[src/rtl/arithmetic_logic_unit.sv]
// MIPS-style datapath ALU: eight operations, zero flag, one-stage registered copy.
// Optional signed-overflow detection and sticky flag are enabled by `ALU_OVERFLOW_EN.
module arithmetic_logic_unit #(
  parameter int WIDTH = 32
) (
  input  logic             clk,
  input  logic             reset,
  input  logic [WIDTH-1:0] a,
  input  logic [WIDTH-1:0] b,
  input  logic [2:0]       alucontrol,
  output logic [WIDTH-1:0] result,
  output logic             zero,
  output logic [WIDTH-1:0] result_q,
  output logic             zero_q,
  output logic             overflow,
  output logic             overflow_sticky
);

  typedef enum logic [2:0] {
    OP_SLT  = 3'b000,
    OP_SUB  = 3'b001,
    OP_XOR  = 3'b010,
    OP_NOR  = 3'b011,
    OP_SLTU = 3'b100,
    OP_ADD  = 3'b101,
    OP_OR   = 3'b110,
    OP_AND  = 3'b111
  } alu_op_e;

  logic [WIDTH-1:0] sum;
  logic [WIDTH-1:0] diff;
  logic             lt_signed;
  logic             lt_unsigned;

  assign sum         = a + b;
  assign diff        = a - b;
  // SLT uses a true signed compare so it stays correct when a - b wraps.
  assign lt_signed   = $signed(a) < $signed(b);
  assign lt_unsigned = a < b;

  always_comb begin
    result = '0;
    case (alucontrol)
      OP_SLT:  result = {{(WIDTH-1){1'b0}}, lt_signed};
      OP_SUB:  result = diff;
      OP_XOR:  result = a ^ b;
      OP_NOR:  result = ~(a | b);
      OP_SLTU: result = {{(WIDTH-1){1'b0}}, lt_unsigned};
      OP_ADD:  result = sum;
      OP_OR:   result = a | b;
      OP_AND:  result = a & b;
      default: result = '0;
    endcase
  end

  assign zero = ~|result;

  always_ff @(posedge clk) begin
    if (reset) begin
      result_q <= '0;
      zero_q   <= 1'b1;
    end else begin
      result_q <= result;
      zero_q   <= zero;
    end
  end

`ifdef ALU_OVERFLOW_EN
  logic ovf_add;
  logic ovf_sub;
  logic overflow_sticky_q;
  logic overflow_sticky_d;

  assign ovf_add = (a[WIDTH-1] == b[WIDTH-1]) && (sum[WIDTH-1] != a[WIDTH-1]);
  assign ovf_sub = (a[WIDTH-1] != b[WIDTH-1]) && (diff[WIDTH-1] != a[WIDTH-1]);

  always_comb begin
    overflow = 1'b0;
    if (alucontrol == OP_ADD) overflow = ovf_add;
    else if (alucontrol == OP_SUB) overflow = ovf_sub;
  end

  assign overflow_sticky_d = overflow_sticky_q | overflow;

  // Reset takes priority over an overflow seen on the same edge.
  always_ff @(posedge clk) begin
    if (reset) overflow_sticky_q <= 1'b0;
    else       overflow_sticky_q <= overflow_sticky_d;
  end

  assign overflow_sticky = overflow_sticky_q;
`else
  assign overflow        = 1'b0;
  assign overflow_sticky = 1'b0;
`endif

endmodule

[config.mk]
export PLATFORM = sky130hd
export DESIGN_NAME = arithmetic_logic_unit
export DESIGN_NICKNAME = d
export VERILOG_FILES = /design/src/rtl/arithmetic_logic_unit.sv
export SDC_FILE = /design/constraint.sdc
export NUM_CORES = 1
export LEC_CHECK = 0
export BUFFER_PORTS_ARGS = -buffer_cell sky130_fd_sc_hd__buf_2
export CAP_MARGIN = 20
export CELL_PAD_IN_SITES_DETAIL_PLACEMENT = 0
export CELL_PAD_IN_SITES_GLOBAL_PLACEMENT = 2
export CORE_MARGIN = 3
export CORE_UTILIZATION = 32
export CTS_BUF_LIST = sky130_fd_sc_hd__clkbuf_8 sky130_fd_sc_hd__clkbuf_16
export DETAILED_ROUTE_END_ITERATION = 8
export GPL_ROUTABILITY_DRIVEN = 1
export PLACE_DENSITY = 0.95
export SLEW_MARGIN = 20
export SYNTH_ARGS = -nofsm -noshare
export SYNTH_HDL_FRONTEND = slang
export SYNTH_SLANG_ARGS = --single-unit
[constraint.sdc]
create_clock -name clk -period 4.5 [get_ports clk]
set_input_delay 0.45 -clock clk [delete_from_list [all_inputs] [get_ports clk]]
set_output_delay 0.45 -clock clk [all_outputs]
set_load 0.005 [all_outputs]
== Yosys cells after proc, flatten, opt, wreduce, memory -nomap -nowiden ==
Cells that the tools add are included.

* Bits in latches: 0
* Bits in read-only memories: 0
* Memory bits (writable): 0
* Register bits: 33
* Memories: 0

* $lt $le $gt $ge: 2
* Shift-type cells: 0
* Mux-type cells: 1
* Add/sub/neg operators: 2
* Reduce and logical (&&, ||, !) cells: 3
* Div/mod/pow operators: 0
* Equality and inequality tests: 7
* Bitwise operators: 4
* $mul: 0

{| class="wikitable"
|+ Operator list
! kind !! number
|-
| 32-bit one-hot mux with 8 select lines || 1
|-
| 32-bit less-than comparator || 2
|-
| 32-bit adder || 1
|-
| 32-bit bitwise AND || 1
|-
| 32-bit NOT || 1
|-
| 32-bit bitwise OR || 1
|-
| 32-bit OR reduction || 1
|-
| 32-bit subtractor || 1
|-
| 32-bit XOR || 1
|-
| 3-bit equality test (second input constant) || 4
|-
| 3-bit by 2-bit equality test with 1-bit output (second input constant) || 2
|-
| 3-bit by 1-bit equality test with 1-bit output (second input constant) || 1
|-
| 3-bit zero test || 1
|-
| 1-bit zero test || 1
|}

== Depth between registers and ports, before layout ==
* Word-level depth: 5
* Depth in mapped cells: 14
* Mapped depth without buffers: 13

== Worst setup path after synthesis ==
Ideal clock, no wire load.

* Path kind: input-to-output
* From: in a[0]
* To: out zero
* Stages on the path: 12
* Required time: 4050 ps
* Buffers on the path: 0
* Path slack: 404 ps
* Data arrival time: 3646 ps
* Path through: ha_1 fa_1 a21o_1 a221o_2 a221oi_4 a21oi_1 a311o_1 a221oi_2 or3b_1 nor4b_2 nand4_1 nor3_1

* Word-level cells in the longest chain between the ends: 5
* Elaborated cells on any way between the ends: 11
* Those cells by class: 2 x add/sub; 2 x order compare; 1 x mux; 4 x bitwise; 2 x reduce/logical

{| class="wikitable"
|+ Ends and longest elaborated chain
! element !! RTL line !! RTL
|-
| start, declared || 8 || <nowiki>input logic [WIDTH-1:0] a,</nowiki>
|-
| branches (longest 2 deep; another with 32-bit adder) || n/a ||
|-
| 32-bit one-hot mux with 8 select lines (*) || 43 || <nowiki>case (alucontrol)</nowiki>
|-
| 32-bit OR reduction (*) || 56 || <nowiki>assign zero = ~|result;</nowiki>
|-
| 1-bit zero test (*) || 56 ||
|-
| end, declared || 12 || <nowiki>output logic zero,</nowiki>
|}

Mark *: on every way between the ends.

== Final worst setup path ==
* From: in a[9]
* To: out zero

Same word-level chain as after synthesis.

==> out/results.txt <==
CP required - 4.05 ns
main combinational cell family by area after synthesis - compound AO/OA/AOI/OAI gates
Placer Congestion - 0.998
Routed WL per cell - 19.6 um
top cells by area, synth - ha_1 (17%), dfxtp_1 (9.1%), a21oi_1 (6.7%), inv_1 (5.4%), nor2_1 (5.4%)
Crit path arrival time - 3.95 ns
Antenna Nets Post-Route - 0
Leakage - 4.22 nW
fin area - 9040 sq um
share of post-route cells with drive strength above 1 - 23.2%
NetSw - 0.840 mW
period utilization - 97.7%
initial antenna violation count - 1
die height - 157 um
final max-slew violation count - 0
library cells used by synthesis - 80
post-synth top area cell - ha_1
Post-synth top cells - inv_1 (105), nor2_1 (104), a21oi_1 (98)
Layout fillers - 2321
clock sink count - 33
Hold-fix buffers, CTS - 0
relative max-transition margin - 41.8%
Syn Area/Cell - 6.75 sq um
DRC Markers - 0
All-Layer GR Usage - 22.8%
die extent in x - 157 um
routed vias/inst - 5.87
maxcap violations - 0
htree depth - 2
CTS Root Cell - clkbuf_16
multi-input logic area - 6070 sq um
global route overflow - 0
ANT cells - 0
FMAX - 227 MHz
CTS tree - done
pin count of the biggest net entering global routing - 66
post-layout utilization of the core - 40.9%
multiplexer share of the synthesized area - 4.33%
Top Ports - 137
vias in the first global route - 8164
Post-Syn Area - 7280 sq um
Hold WC Path Type - primary input to register
Top FF cell, synth - dfxtp_1
clock network power share - 19.2%
die area - 24600 sq um
clock slew seen by the registers of the worst setup and hold paths - 0.05 ns
fin cells - 1521
Post-Place Cells - 1511
final hold vios - 0
Max Root-Sink Buffers - 2
Synth warnings - 0
Vias - 8932
Hold Crit Start - reset
dpl cell area - 8700 sq um
CP max FO - 8
row count - 54
Synth top area share - 16.5%
share of the yosys chip area belonging to registers - 9.08%
Post-Synth Simple-Gate Area - 23.8%
startpoint types - primary input
Net Sw Frac - 45.0%
FF+latch count, synth - 33
XOR/XNOR share of the synthesized area - 0.842%
Combinational Power Share - 63.1%
ys async rst share - 0%
PD cells - 207 nW/um^2
number of flops mapped to enable cells by yosys - 0
1st-pass router iterations - 5
Worst Setup End Kind - output port
Syn Inst Count - 1078
pre-CTS setup slack - -0.00864 ns
Setup Total Neg Slack - 0 ns
Reg area - 661 sq um
Synth Area in Compound Gates - 35.1%
Initial Util - 32.9%
# port buffers - 134
endpoints failing setup - 0
Final min period - 4.40 ns
layout net count - 1407
Core Region - 22100 sq um
slew at the pin with the worst max-slew slack - 0.866 ns
VDD IR max - 0.131 mV
sequential share of power - 17.6%
status - finished, final reports clean
drt initial violations - 908
Pwr Total - 1.87 mW
WHS Path Cells - 2
Routed WL - 29800 um
first-pass GRT wire length - 45000 um
synthesis-to-finish area growth - 24.2%
most frequent cell after synthesis - inv_1
Synth Area in Adders - 17.1%
worst hold endpoint - result_q[25]$_SDFF_PP0_
Final HPWL DP - 23800 um
TritonCTS Buffers - 5
WHS - 0.572 ns
CP Class - primary input to output port
worst setup margin - 0.102 ns
internal power - 1.03 mW
-- routing by layer --
metal  GRT usage (%)  vias up  wire length (um)
li1                -     4232                 -
met1            33.2     4147             13300
met2            34.9      505             12700
met3            4.07       46              3220
met4            5.17        2               634
met5               0        -                 7
-- power by group through the flow --
stage	Sequential, mW	Clock (mW)	Combinational, mW
6_report	0.329	0.359	1.18
5_1_grt	0.332	0.373	1.28
2_1_floorplan	0.341	0	0.659
3_5_place_dp	0.336	0	1.12
3_3_place_gp	0.335	0	1.11
4_1_cts	0.329	0.367	1.13
-- repair_timing --
action | CTS | global route
resized for setup | 2 | 33
buffers inserted | 1 | 1
setup endpoints to repair | 1 | 1
pin swaps | 1 | 17
-- cell families (layout without fill, tap and decap cells) --
kind of cell             after synthesis  count (layout)
AO/OA/AOI/OAI                        373             373
XOR/XNOR                               7               7
adder cells (fa/ha/maj)               98              98
buffers and inverters                179             341
flip-flops                            33              33
multiplexers                          31              31
other                                  1               2
AND/OR/NAND/NOR                      356             356
-- how the worst max path moves through the flow --
stage / startpoint / endpoint / slack, ns / cells past startpoint
3_5_place_dp: a[0] / zero / -0.009 / 15
5_1_grt: b[0] / zero / -0.04 / 14
2_1_floorplan: a[0] / zero / 0.40 / 12
3_3_place_gp: a[0] / zero / -0.008 / 15
6_report: a[9] / zero / 0.10 / 15
4_1_cts: a[0] / zero / 0.007 / 14
-- area by class of cell --
cell class	count	area share, %
tap	280	3.88
sequential	33	7.31
clock buffer	7	1.69
timing repair buffer	226	15.5
inverter	107	4.44
clock inverter	1	0.0554
multi-input combinational	867	67.2
-- state kept, by name, indices dropped and copies added (netlist names) --
name      flops
result_q     32
zero_q        1
-- cells in the final DEF, fill, tap and decap left out, drive strengths merged, types with 8 or more instances in the layout --
master	instances
a31oi	18
o21bai	9
a211oi	26
o221a	9
nor2	104
or3	8
a221oi	13
o221ai	8
nand2	88
o21ai	58
nor2b	13
ha	96
a21oi	99
nand3	26
nand2b	13
buf	226
and2	24
nor4	14
inv	106
mux2i	27
o211ai	28
dfxtp	33
a21o	14
nand4	10
and3	8
o21a	10
o31ai	17
nor3	26
-- worst max-delay path: stages --
cell	delay, ns
buf_2	0.10
inv_1	0.05
ha_1	0.34
buf_4	0.19
nand4_1	0.15
nor3_1	0.40
o2111a_1	0.41
o31ai_2	0.16
o211a_1	0.25
a2111oi_0	0.39
a21oi_1	0.16
nor4_2	0.31
nand4_1	0.23
nor3_2	0.21
buf_2	0.14
(Power assumes the default switching activity.)
